==> src/rtl/dmem_arbiter_pkg.sv <==
// Shared definitions for the data-memory arbiter: funct3 width codes,
// response-owner encoding and the misalignment rule.
package dmem_arbiter_pkg;

    localparam logic [2:0] F3_LB  = 3'b000;
    localparam logic [2:0] F3_LH  = 3'b001;
    localparam logic [2:0] F3_LW  = 3'b010;
    localparam logic [2:0] F3_LBU = 3'b100;
    localparam logic [2:0] F3_LHU = 3'b101;
    localparam logic [2:0] F3_SB  = 3'b000;
    localparam logic [2:0] F3_SH  = 3'b001;
    localparam logic [2:0] F3_SW  = 3'b010;

    typedef enum logic [1:0] {
        OWN_NONE  = 2'd0,
        OWN_I     = 2'd1,
        OWN_D     = 2'd2,
        OWN_D_ERR = 2'd3
    } owner_e;

    // Access size lives in f3[1:0]; any code that is not byte or half acts as a word.
    function automatic logic isMisaligned(input logic [2:0] f3, input logic [1:0] addrLo);
        case (f3[1:0])
            2'b00:   return 1'b0;
            2'b01:   return addrLo[0];
            default: return addrLo != 2'b00;
        endcase
    endfunction

endpackage

==> src/rtl/dmem_arbiter_if.sv <==
// Core-side and memory-side signals of the data-memory arbiter.
interface dmem_arbiter_if #(
    parameter int ADDR_W = 8
);
    logic              i_req;
    logic [ADDR_W-1:0] i_addr;
    logic              i_gnt;
    logic              i_rvalid;
    logic [31:0]       i_rdata;

    logic              d_req;
    logic              d_we;
    logic [2:0]        d_f3;
    logic [ADDR_W-1:0] d_addr;
    logic [31:0]       d_wdata;
    logic              d_gnt;
    logic              d_rvalid;
    logic [31:0]       d_rdata;
    logic              d_err;

    logic              mem_en;
    logic              mem_we;
    logic [3:0]        mem_be;
    logic [ADDR_W-3:0] mem_addr;
    logic [31:0]       mem_wdata;
    logic [31:0]       mem_rdata;

    modport slave (
        input  i_req, i_addr, d_req, d_we, d_f3, d_addr, d_wdata, mem_rdata,
        output i_gnt, i_rvalid, i_rdata, d_gnt, d_rvalid, d_rdata, d_err,
               mem_en, mem_we, mem_be, mem_addr, mem_wdata
    );

    modport master (
        output i_req, i_addr, d_req, d_we, d_f3, d_addr, d_wdata, mem_rdata,
        input  i_gnt, i_rvalid, i_rdata, d_gnt, d_rvalid, d_rdata, d_err,
               mem_en, mem_we, mem_be, mem_addr, mem_wdata
    );
endinterface

==> src/rtl/dmem_arbiter_load_align.sv <==
// Load alignment: picks the addressed byte/halfword from a memory word and
// sign- or zero-extends it according to funct3.
module mem_load_align
    import dmem_arbiter_pkg::*;
(
    input  logic [31:0] word_i,
    input  logic [1:0]  addrLo_i,
    input  logic [2:0]  f3_i,
    output logic [31:0] data_o
);

    logic [7:0]  byteSel;
    logic [15:0] halfSel;

    always_comb begin
        byteSel = word_i[{addrLo_i, 3'b000} +: 8];
        halfSel = addrLo_i[1] ? word_i[31:16] : word_i[15:0];
        case (f3_i)
            F3_LB:   data_o = {{24{byteSel[7]}}, byteSel};
            F3_LH:   data_o = {{16{halfSel[15]}}, halfSel};
            F3_LBU:  data_o = {24'd0, byteSel};
            F3_LHU:  data_o = {16'd0, halfSel};
            default: data_o = word_i;
        endcase
    end

endmodule

==> src/rtl/dmem_arbiter.sv <==
// Arbiter sharing one single-ported word memory between fetch (I) and load/store (D).
// Optional stall counters are built when DMEM_ARB_PERF_EN is defined.
module dmem_arbiter
    import dmem_arbiter_pkg::*;
#(
    parameter int ADDR_W      = 8,
    parameter int MAX_DSTREAK = 4
) (
    input  logic          clk,
    input  logic          rst,
    dmem_arbiter_if.slave bus,
    output logic [15:0]   perf_i_stall,
    output logic [15:0]   perf_d_stall
);

    localparam int STREAK_W = $clog2(MAX_DSTREAK + 1);
    localparam logic [STREAK_W-1:0] STREAK_MAX = STREAK_W'(MAX_DSTREAK);

    logic                iGnt, dGnt, dMis, dAccess, dStore;
    logic [STREAK_W-1:0] streak_q, streak_d;
    owner_e              owner_q, owner_d;
    logic [1:0]          dAddrLo_q, dAddrLo_d;
    logic [2:0]          dF3_q, dF3_d;
    logic                dWe_q, dWe_d;
    logic [31:0]         loadData;
    logic [1:0]          unusedAddrBits;

    assign unusedAddrBits = bus.i_addr[1:0];

    // D normally wins; once it has starved a waiting I for MAX_DSTREAK grants, I goes next.
    always_comb begin
        dMis     = isMisaligned(bus.d_f3, bus.d_addr[1:0]);
        dGnt     = ~rst & bus.d_req & (~bus.i_req | (streak_q != STREAK_MAX));
        iGnt     = ~rst & bus.i_req & ~dGnt;
        dAccess  = dGnt & ~dMis;
        dStore   = dAccess & bus.d_we;

        streak_d = streak_q;
        if (!bus.i_req || iGnt)
            streak_d = '0;
        else if (dGnt && streak_q != STREAK_MAX)
            streak_d = streak_q + 1'b1;

        owner_d   = OWN_NONE;
        dAddrLo_d = dAddrLo_q;
        dF3_d     = dF3_q;
        dWe_d     = dWe_q;
        if (iGnt) begin
            owner_d = OWN_I;
        end else if (dGnt) begin
            owner_d   = dMis ? OWN_D_ERR : OWN_D;
            dAddrLo_d = bus.d_addr[1:0];
            dF3_d     = bus.d_f3;
            dWe_d     = bus.d_we;
        end
    end

    // Memory strobes follow the grant in the same cycle; a misaligned D grant touches nothing.
    always_comb begin
        bus.mem_en    = iGnt | dAccess;
        bus.mem_we    = dStore;
        bus.mem_addr  = '0;
        bus.mem_be    = 4'b0000;
        bus.mem_wdata = 32'd0;
        if (iGnt)
            bus.mem_addr = bus.i_addr[ADDR_W-1:2];
        else if (dAccess)
            bus.mem_addr = bus.d_addr[ADDR_W-1:2];
        if (dStore) begin
            case (bus.d_f3[1:0])
                2'b00: begin
                    bus.mem_be    = 4'b0001 << bus.d_addr[1:0];
                    bus.mem_wdata = {4{bus.d_wdata[7:0]}};
                end
                2'b01: begin
                    bus.mem_be    = bus.d_addr[1] ? 4'b1100 : 4'b0011;
                    bus.mem_wdata = {2{bus.d_wdata[15:0]}};
                end
                default: begin
                    bus.mem_be    = 4'b1111;
                    bus.mem_wdata = bus.d_wdata;
                end
            endcase
        end
    end

    always_ff @(posedge clk or posedge rst) begin
        if (rst) begin
            streak_q  <= '0;
            owner_q   <= OWN_NONE;
            dAddrLo_q <= 2'b00;
            dF3_q     <= 3'b000;
            dWe_q     <= 1'b0;
        end else begin
            streak_q  <= streak_d;
            owner_q   <= owner_d;
            dAddrLo_q <= dAddrLo_d;
            dF3_q     <= dF3_d;
            dWe_q     <= dWe_d;
        end
    end

    mem_load_align u_align (
        .word_i   (bus.mem_rdata),
        .addrLo_i (dAddrLo_q),
        .f3_i     (dF3_q),
        .data_o   (loadData)
    );

    assign bus.i_gnt    = iGnt;
    assign bus.d_gnt    = dGnt;
    assign bus.i_rvalid = (owner_q == OWN_I);
    assign bus.i_rdata  = (owner_q == OWN_I) ? bus.mem_rdata : 32'd0;
    assign bus.d_rvalid = (owner_q == OWN_D) || (owner_q == OWN_D_ERR);
    assign bus.d_err    = (owner_q == OWN_D_ERR);
    assign bus.d_rdata  = (owner_q == OWN_D && !dWe_q) ? loadData : 32'd0;

`ifdef DMEM_ARB_PERF_EN
    logic [15:0] perfI_q, perfD_q;

    // Stall counters saturate rather than wrap so a long run never reads as short.
    always_ff @(posedge clk or posedge rst) begin
        if (rst) begin
            perfI_q <= 16'd0;
            perfD_q <= 16'd0;
        end else begin
            if (bus.i_req && !iGnt && perfI_q != 16'hFFFF)
                perfI_q <= perfI_q + 16'd1;
            if (bus.d_req && !dGnt && perfD_q != 16'hFFFF)
                perfD_q <= perfD_q + 16'd1;
        end
    end

    assign perf_i_stall = perfI_q;
    assign perf_d_stall = perfD_q;
`else
    assign perf_i_stall = 16'd0;
    assign perf_d_stall = 16'd0;
`endif

endmodule

==> src/flat_wrapper.sv <==
// flat-port wrapper written by rule: the top's interface ports become plain ports
module dmem_arbiter_flat import dmem_arbiter_pkg::*;
#(
    parameter int ADDR_W      = 8,
    parameter int MAX_DSTREAK = 4
)
  (clk, rst, perf_i_stall, perf_d_stall, bus_i_req, bus_i_addr, bus_d_req, bus_d_we, bus_d_f3, bus_d_addr, bus_d_wdata, bus_mem_rdata, bus_i_gnt, bus_i_rvalid, bus_i_rdata, bus_d_gnt, bus_d_rvalid, bus_d_rdata, bus_d_err, bus_mem_en, bus_mem_we, bus_mem_be, bus_mem_addr, bus_mem_wdata);
  dmem_arbiter_if #(.ADDR_W(ADDR_W)) bus_i ();
  input  logic clk;
  input  logic rst;
  output logic [15:0] perf_i_stall;
  output logic [15:0] perf_d_stall;
  input wire logic [$bits(bus_i.i_req)-1:0] bus_i_req;
  input wire logic [$bits(bus_i.i_addr)-1:0] bus_i_addr;
  input wire logic [$bits(bus_i.d_req)-1:0] bus_d_req;
  input wire logic [$bits(bus_i.d_we)-1:0] bus_d_we;
  input wire logic [$bits(bus_i.d_f3)-1:0] bus_d_f3;
  input wire logic [$bits(bus_i.d_addr)-1:0] bus_d_addr;
  input wire logic [$bits(bus_i.d_wdata)-1:0] bus_d_wdata;
  input wire logic [$bits(bus_i.mem_rdata)-1:0] bus_mem_rdata;
  output wire logic [$bits(bus_i.i_gnt)-1:0] bus_i_gnt;
  output wire logic [$bits(bus_i.i_rvalid)-1:0] bus_i_rvalid;
  output wire logic [$bits(bus_i.i_rdata)-1:0] bus_i_rdata;
  output wire logic [$bits(bus_i.d_gnt)-1:0] bus_d_gnt;
  output wire logic [$bits(bus_i.d_rvalid)-1:0] bus_d_rvalid;
  output wire logic [$bits(bus_i.d_rdata)-1:0] bus_d_rdata;
  output wire logic [$bits(bus_i.d_err)-1:0] bus_d_err;
  output wire logic [$bits(bus_i.mem_en)-1:0] bus_mem_en;
  output wire logic [$bits(bus_i.mem_we)-1:0] bus_mem_we;
  output wire logic [$bits(bus_i.mem_be)-1:0] bus_mem_be;
  output wire logic [$bits(bus_i.mem_addr)-1:0] bus_mem_addr;
  output wire logic [$bits(bus_i.mem_wdata)-1:0] bus_mem_wdata;
  assign bus_i.i_req = bus_i_req;
  assign bus_i.i_addr = bus_i_addr;
  assign bus_i.d_req = bus_d_req;
  assign bus_i.d_we = bus_d_we;
  assign bus_i.d_f3 = bus_d_f3;
  assign bus_i.d_addr = bus_d_addr;
  assign bus_i.d_wdata = bus_d_wdata;
  assign bus_i.mem_rdata = bus_mem_rdata;
  assign bus_i_gnt = bus_i.i_gnt;
  assign bus_i_rvalid = bus_i.i_rvalid;
  assign bus_i_rdata = bus_i.i_rdata;
  assign bus_d_gnt = bus_i.d_gnt;
  assign bus_d_rvalid = bus_i.d_rvalid;
  assign bus_d_rdata = bus_i.d_rdata;
  assign bus_d_err = bus_i.d_err;
  assign bus_mem_en = bus_i.mem_en;
  assign bus_mem_we = bus_i.mem_we;
  assign bus_mem_be = bus_i.mem_be;
  assign bus_mem_addr = bus_i.mem_addr;
  assign bus_mem_wdata = bus_i.mem_wdata;
  dmem_arbiter #(.ADDR_W(ADDR_W), .MAX_DSTREAK(MAX_DSTREAK)) u_core (.clk(clk), .rst(rst), .bus(bus_i), .perf_i_stall(perf_i_stall), .perf_d_stall(perf_d_stall));
endmodule
==> config.mk <==
export PLATFORM = sky130hd
export DESIGN_NAME = dmem_arbiter_flat
export DESIGN_NICKNAME = d
export VERILOG_FILES = /design/src/rtl/dmem_arbiter_pkg.sv /design/src/rtl/dmem_arbiter_if.sv /design/src/rtl/dmem_arbiter_load_align.sv /design/src/rtl/dmem_arbiter.sv /design/src/flat_wrapper.sv
export SDC_FILE = /design/constraint.sdc
export NUM_CORES = 1
export LEC_CHECK = 0
export ABC_CLOCK_PERIOD_IN_PS = 2200
export CORE_MARGIN = 2
export CORE_UTILIZATION = 34
export CTS_BUF_LIST = sky130_fd_sc_hd__clkbuf_2 sky130_fd_sc_hd__clkbuf_4 sky130_fd_sc_hd__clkbuf_8
export CTS_CLUSTER_DIAMETER = 150
export CTS_CLUSTER_SIZE = 24
export DETAILED_ROUTE_END_ITERATION = 10
export PLACE_DENSITY = 0.93
export RECOVER_POWER = 100
export SYNTH_ARGS = -nofsm -noshare
export SYNTH_HDL_FRONTEND = slang
export SYNTH_HIERARCHICAL = 1
export SYNTH_SLANG_ARGS = --single-unit
==> constraint.sdc <==
create_clock -name clk -period 2.2 [get_ports clk]
set_clock_uncertainty 0.1 [all_clocks]
set_input_delay 0.44 -clock clk [delete_from_list [all_inputs] [get_ports clk]]
set_output_delay 0.44 -clock clk [all_outputs]
set_load 0.05 [all_outputs]
==> results of run 1 <==
[per-layer routing]
layer | vias to the layer above | routed length (um) | GRT usage (%)
met3 | 130 | 2251 | 9.170
met2 | 404 | 9854 | 72.58
met1 | 2148 | 6557 | 39.20
li1 | 1809 | - | -
met5 | - | 0 | 0
met4 | 0 | 1660 | 21.50
[registers in the layout, summed over array words and instances (netlist names)]
name and flops:
u_core/dWe_q 1, u_core/owner_q 2, u_core/dAddrLo_q 2, u_core/dF3_q 3, u_core/streak_q 3
[what timing repair did]
action / CTS / global route
cloned: 5 / 1
setup buffers: 24 / 16
hold endpoints to repair: 0 / 0
resized for setup: 198 / 48
endpoints found under the setup margin: 78 / 78
pin swaps: 23 / 25
[cell families after synthesis]
family                   count (synthesis)
AO/OA/AOI/OAI                           49
XOR/XNOR                                 3
adder cells (fa/ha/maj)                  2
buffers and inverters                   78
flip-flops                              11
multiplexers                            46
other                                    1
AND/OR/NAND/NOR                        193
[worst max-delay path: stages (launching register included)]
cell       delay, ns
dfrtp_1         0.41
inv_2           0.09
ha_4            0.18
nand3_4         0.09
nand3_4         0.13
buf_12          0.17
buf_6           0.12
a2111oi_4       0.40
buf_12          0.21
[per-stage QoR]
step | setup slack [ns] | hold slack, ns
final | -0.3949 | 0.5043
after global routing | -0.3873 | 0.5176
after CTS | -0.2296 | 0.4538
after detailed placement | -0.5033 | 0.4435
after global placement | -0.4590 | 0.4334
after floorplan | -0.1932 | 0.2086
[power by group through the flow]
stage | sequential, mW | combinational (mW) | clock, mW
2_1_floorplan | 0.237 | 1.04 | 0
3_3_place_gp | 0.243 | 1.63 | 0
3_5_place_dp | 0.244 | 1.68 | 0
4_1_cts | 0.241 | 1.97 | 0.216
5_1_grt | 0.251 | 2.21 | 0.236
6_report | 0.249 | 2.16 | 0.232
[worst max-delay path by stage]
| stage | startpoint | to | cells after the start |
|---|---|---|---|
| after floorplan | u_core/streak_q[0]$_DFFE_PP0P_ | bus_mem_be[3] | 7 |
| after global placement | bus_mem_rdata[31] | bus_d_rdata[7] | 6 |
| after detailed placement | bus_d_f3[1] | bus_mem_wdata[29] | 7 |
| after CTS | u_core/streak_q[0]$_DFFE_PP0P_ | bus_mem_wdata[29] | 7 |
| after global routing | u_core/streak_q[0]$_DFFE_PP0P_ | bus_mem_wdata[27] | 8 |
| final | u_core/streak_q[0]$_DFFE_PP0P_ | bus_mem_wdata[27] | 8 |
[synthesized netlist by cell type, drive strengths merged, types with 10 or more instances]
library cell	instances
nor3b	11
nand3	26
nor2b	10
buf	54
nor2	14
dfrtp	11
mux2i	38
nand3b	10
and2	66
nor3	19
clkbuf	14
nand2	34
[area by class of cell]
| class | count | area share (%) |
|---|---|---|
| Timing Repair Buffer | 301 | 51.96 |
| Multi-Input combinational cell | 325 | 41.24 |
| Sequential cell | 11 | 3.746 |
| Tap cell | 105 | 1.780 |
| Clock buffer | 4 | 0.6611 |
| Inverter | 10 | 0.6103 |
==> flow_metrics.tcl, run 1 <==
set metrics [dict create \
    status "complete, but fails checks" \
    violations "negative setup slack" \
    route.detailed.wl_per_inst_um 26.88 \
    die_y_um 95.02 \
    gp_congestion 0.8372 \
    drc 0 \
    ios 233 \
    dpl.hpwl_um 11160 \
    antenna_found_initial 0 \
    pwr-share-comb_pct 81.8 \
    synthXorXnorAreaFrac_pct 0.9329 \
    finalCritPeriodShare_pct 117.9 \
    track_usage_pct 38.74 \
    drt_iter0_drc 343 \
    layout_setup_ws_ns -0.3949 \
    final_cell_mix "79 x buf_12, 71 x clkdlybuf4s50_1, 63 x buf_4, 49 x buf_6, 38 x and2_1" \
    htree_levels 1 \
    avgSynthCellArea_um2 7.354 \
    num_vias 4491 \
    post_dp_cell_area_um2 6090 \
    synth.area.mux_share_pct 17.10 \
    yosysUniqueCellTypes 44 \
    swShare_pct 50.19 \
    rrSetupSlack_ns 0.06 \
    worstReg2RegStart "u_core/streak_q[0]$_DFFE_PP0P_" \
    cp_max_fo 4 \
    synth_top_area_cell "and2_1" \
    synth_simple_gate_area_share_pct 39.09 \
    clk_latency_ns 0.24 \
    hp-class "flop to flop" \
    clockBufferDepth 2 \
    share_seq_of_total_power_pct 9.4 \
    nNetsFinal 742 \
    synth_cells 383 \
    cts_hold_buf 0 \
    synth_seq_cells 11 \
    start_kind "flop" \
    leakagePower_nw 3.229 \
    start_util_pct 34.63 \
    final-seq-area_um2 276.5 \
    net-switching-power_mw 1.323 \
    core-area_um2 8134 \
    via_per_inst 5.940 \
    vdd_drop_max_uv 291.9 \
    drv_cap 0 \
    synth.top_cell.area_share_pct 14.66 \
    total_power_mw 2.636 \
    setup_violations 78 \
    final_area_um2 7381 \
    synth_enable_flop_cells 0 \
    min_path_cells 1 \
    grt-ovfl-total 0 \
    synthTopCellsByArea "and2_1 15%, mux2i_1 14%, buf_4 9.9%" \
    tightest_slew_ns 0.7696 \
    hold_violations 0 \
    layoutNonFillerInstCount 756 \
    syn_area_um2 2816 \
    final_core_utilization_pct 90.74 \
    seq_area_frac_synth_pct 9.773 \
    path_clk_slew_ns 0.05 \
    hold_end "u_core/dF3_q[2]$_DFFE_PP0P_" \
    die_area_um2 9028 \
    cp.required_ns 1.66 \
    die_w_um 95.02 \
    area_growth_pct 162.1 \
    drt-pass1-iter-count 5 \
    clockPowerShare_pct 8.8 \
    layout_commonest_cell "buf_12" \
    min_period_ns 2.595 \
    powerDensity_nw_per_um2 357.2 \
    slew_headroom_pct 48.69 \
    r2r_end "u_core/dAddrLo_q[1]$_DFFE_PP0P_" \
    nFillCells 274 \
    synth-compound-area-share_pct 14.26 \
    tns_ns -20.56 \
    antenna_left 0 \
    grt_max_degree 34 \
    grt_pass1_vias 4499 \
    rsz0062_at_grt "true" \
    criticalPathCategory "flop to output pin" \
    synth_warnings 6 \
    wl_um 20320 \
    dp_cells 710 \
    synth_top_family_by_area "simple AND/OR/NAND/NOR gates" \
    p_int_mw 1.313 \
    cts_num_sinks 11 \
    ff2ff_path_depth 10 \
    end_kind "output pin" \
    slew_viol_final 0 \
    worstHoldStart "u_core/dF3_q[2]$_DFFE_PP0P_" \
    n_antenna_cell 0 \
    synth_flop_cell "dfrtp_1" \
    rows 33 \
    grt_pass1_wl_um 25950 \
    numPortBuffers 198 \
    cts_inserted_buffers 3 \
    layout-drive-gt1-share_pct 55.45 \
    worstPathArrival_ns 2.05 \
    cts_tree "built" \
    synth_fa_ha_area_share_pct 0.8885 \
    max_freq_ghz 0.3854 \
    clock_tree.root_cell "clkbuf_8" \
    multi_input_area_um2 3044 \
    synth-async-reset-ratio_pct 100.0 \
]
(Power assumes the default switching activity.)
==> run 2: changes to the inputs <==
CORE_ASPECT_RATIO = 1.4   (was not set)
CTS_CLUSTER_SIZE = not set   (was 24)
==> run 2 against run 1 <==
The flow still finishes with violations (negative setup slack); via count fell by 6.3%; clock power down 3%; flip-flop and latch count did not move; combinational power down 4%; critical path depth unchanged; sequential share of layout area is essentially flat; largest power group unchanged; utilization down 1.1 points; non-clock buffer count decreased by 6; maximum frequency rose by 2.8%.
==> flow_metrics.tcl, run 2 (same netlist as run 1, synthesis figures left out) <==
set metrics [dict create \
    status "complete, but fails checks" \
    violations "negative setup slack" \
    path_cells "inv_1 -> ha_4 -> nand3_4 -> clkbuf_1 -> buf_8 -> nand3_2 -> o22ai_4 -> buf_6" \
    die_w_um 80.92 \
    hp-class "flop to flop" \
    reg_top3 "u_core/dF3_q: 3 flops, u_core/streak_q: 3 flops" \
    route.detailed.wl_per_inst_um 24.00 \
    cp_max_fo 6 \
    tns_ns -18.03 \
    drc 0 \
    layoutNonFillerInstCount 747 \
    slew_viol_final 0 \
    grt_max_degree 34 \
    ios 233 \
    drv_cap 0 \
    worstPathArrival_ns 1.98 \
    cp_top_family "buffers and inverters" \
    clk_latency_ns 0.25 \
    criticalPathCategory "flop to output pin" \
    r2r_end "u_core/dF3_q[2]$_DFFE_PP0P_" \
    die_area_um2 9038 \
    rrSetupSlack_ns 0.07 \
    whs_ns 0.4882 \
    cp.required_ns 1.66 \
    leakagePower_nw 3.155 \
    slew_headroom_pct 50.97 \
    rsz0062_at_grt "true" \
    dp_cells 710 \
    ff2ff_path_depth 9 \
    cts_inserted_buffers 3 \
    layout-drive-gt1-share_pct 47.44 \
    total_power_mw 2.536 \
    wl_um 17930 \
    clockBufferDepth 2 \
    path_clk_slew_ns 0.06 \
    final_cell_mix "81 x buf_12, 70 x clkdlybuf4s50_1, 61 x and2_1, 54 x buf_4, 50 x buf_6" \
    antenna_left 0 \
    hold_end "u_core/dF3_q[2]$_DFFE_PP0P_" \
    cts_tree "built" \
    via_per_inst 5.636 \
    rows 39 \
    start_kind "flop" \
    setup_violations 110 \
    max_freq_ghz 0.3961 \
    grt_pass1_wl_um 26430 \
    num_vias 4210 \
    layout_setup_ws_ns -0.3246 \
    drt-pass1-iter-count 5 \
    antenna_found_initial 0 \
    start_util_pct 34.77 \
    clock_tree.root_cell "clkbuf_8" \
    min_path_cells 1 \
    drt_iter0_drc 221 \
    hold_violations 0 \
    worstReg2RegStart "u_core/streak_q[0]$_DFFE_PP0P_" \
    gp_congestion 0.8650 \
    grt-ovfl-total 0 \
    htree_levels 1 \
    cp.buffers_inverters 4 \
    end_kind "output pin" \
    min_period_ns 2.525 \
    die_y_um 111.7 \
    n_antenna_cell 0 \
    area_growth_pct 157.8 \
    cts_num_sinks 11 \
    vdd_drop_max_uv 225.8 \
    tightest_slew_ns 0.7354 \
    finalCritPeriodShare_pct 114.8 \
    slowest_stage "dfrtp_1" \
    core-area_um2 8100 \
    critPathMaxStageDelay_ns 0.36 \
    layout_commonest_cell "buf_12" \
    dpl.hpwl_um 10650 \
    nNetsFinal 736 \
    track_usage_pct 38.61 \
    numPortBuffers 198 \
    worstHoldStart "u_core/dF3_q[2]$_DFFE_PP0P_" \
    grt_pass1_vias 4659 \
    cts_hold_buf 0 \
    powerDensity_nw_per_um2 349.2 \
]
run 2: cell count changes in the layout (fill, tap and decap cells not counted), sizes merged:
cell           previous run  this run
dlygate4sd3               0         1
clkdlybuf4s50            71        70
dlymetal6s2s              0         1
clkbuf                    7        13
inv                       7         9
clkinvlp                  2         0
dlygate4sd2               8         9
buf                     214       201
clkdlybuf4s15             4         2
clkinv                    1         2
run 2: worst max-delay path by stage:
stage | from | end | slack [ns] | depth (start not counted)
5_1_grt | u_core/dAddrLo_q[1]$_DFFE_PP0P_ | bus_d_rdata[29] | -0.36 | 6
6_report | u_core/streak_q[0]$_DFFE_PP0P_ | bus_mem_addr[5] | -0.32 | 8
3_5_place_dp | bus_mem_rdata[23] | bus_d_rdata[28] | -0.47 | 7
2_1_floorplan | u_core/streak_q[0]$_DFFE_PP0P_ | bus_mem_be[3] | -0.19 | 7
4_1_cts | u_core/dAddrLo_q[1]$_DFFE_PP0P_ | bus_d_rdata[4] | -0.27 | 7
3_3_place_gp | bus_mem_rdata[23] | bus_d_rdata[13] | -0.42 | 6
run 2: report_power, final:
group | total [mW] | internal [mW] | switching (mW)
registers | 0.246 | 0.222 | 0.0238
logic | 2.07 | 0.921 | 1.14
clock network | 0.224 | 0.126 | 0.0986
total | 2.54 | 1.27 | 1.27
run 2: timing repair:
item | 4_1_cts | 5_1_grt
endpoints found under the setup margin | 78 | 78
resized for setup | 155 | 54
buffers inserted | 20 | 14
gates cloned | 10 | 0
pin swaps | 31 | 19
run 2: worst register-to-register path: cells and delay by family (launching register included):
kind                       cells  cell delay, ns
buffers and inverters          5            0.80
muxes                          1            0.37
DFF                            1            0.36
and+or+nand+nor                2            0.20
adders and majority gates      1            0.18
run 2: per-stage QoR:
stage                     area (um^2)  utilization [%]  worst slack [ns]
final                            7261            89.64           -0.3246
after global routing             7261            89.64           -0.3589
after CTS                        7128            88.00           -0.2666
after detailed placement         6093            75.22           -0.4691
after global placement           6093            75.22           -0.4210
after floorplan                  3348                -           -0.1932
run 2: final cells by class:
cell class / count / area [um^2]
Clock buffer: 3 / 41.29
Clock inverter: 1 / 5.005
Fill cell: 328 / 839.6
Inverter: 10 / 50.05
Multi-Input combinational cell: 325 / 2928
Sequential cell: 11 / 275.3
Tap cell: 102 / 127.6
Timing Repair Buffer: 295 / 3834
run 2: layer usage:
layer / GRT usage, % / part of all wire (%) / routed length, um
met5: 0 / 0 / 0
met4: 16.72 / 4.6 / 823
met3: 10.37 / 10 / 1807
met2: 70.36 / 52 / 9321
met1: 40.20 / 33 / 5979
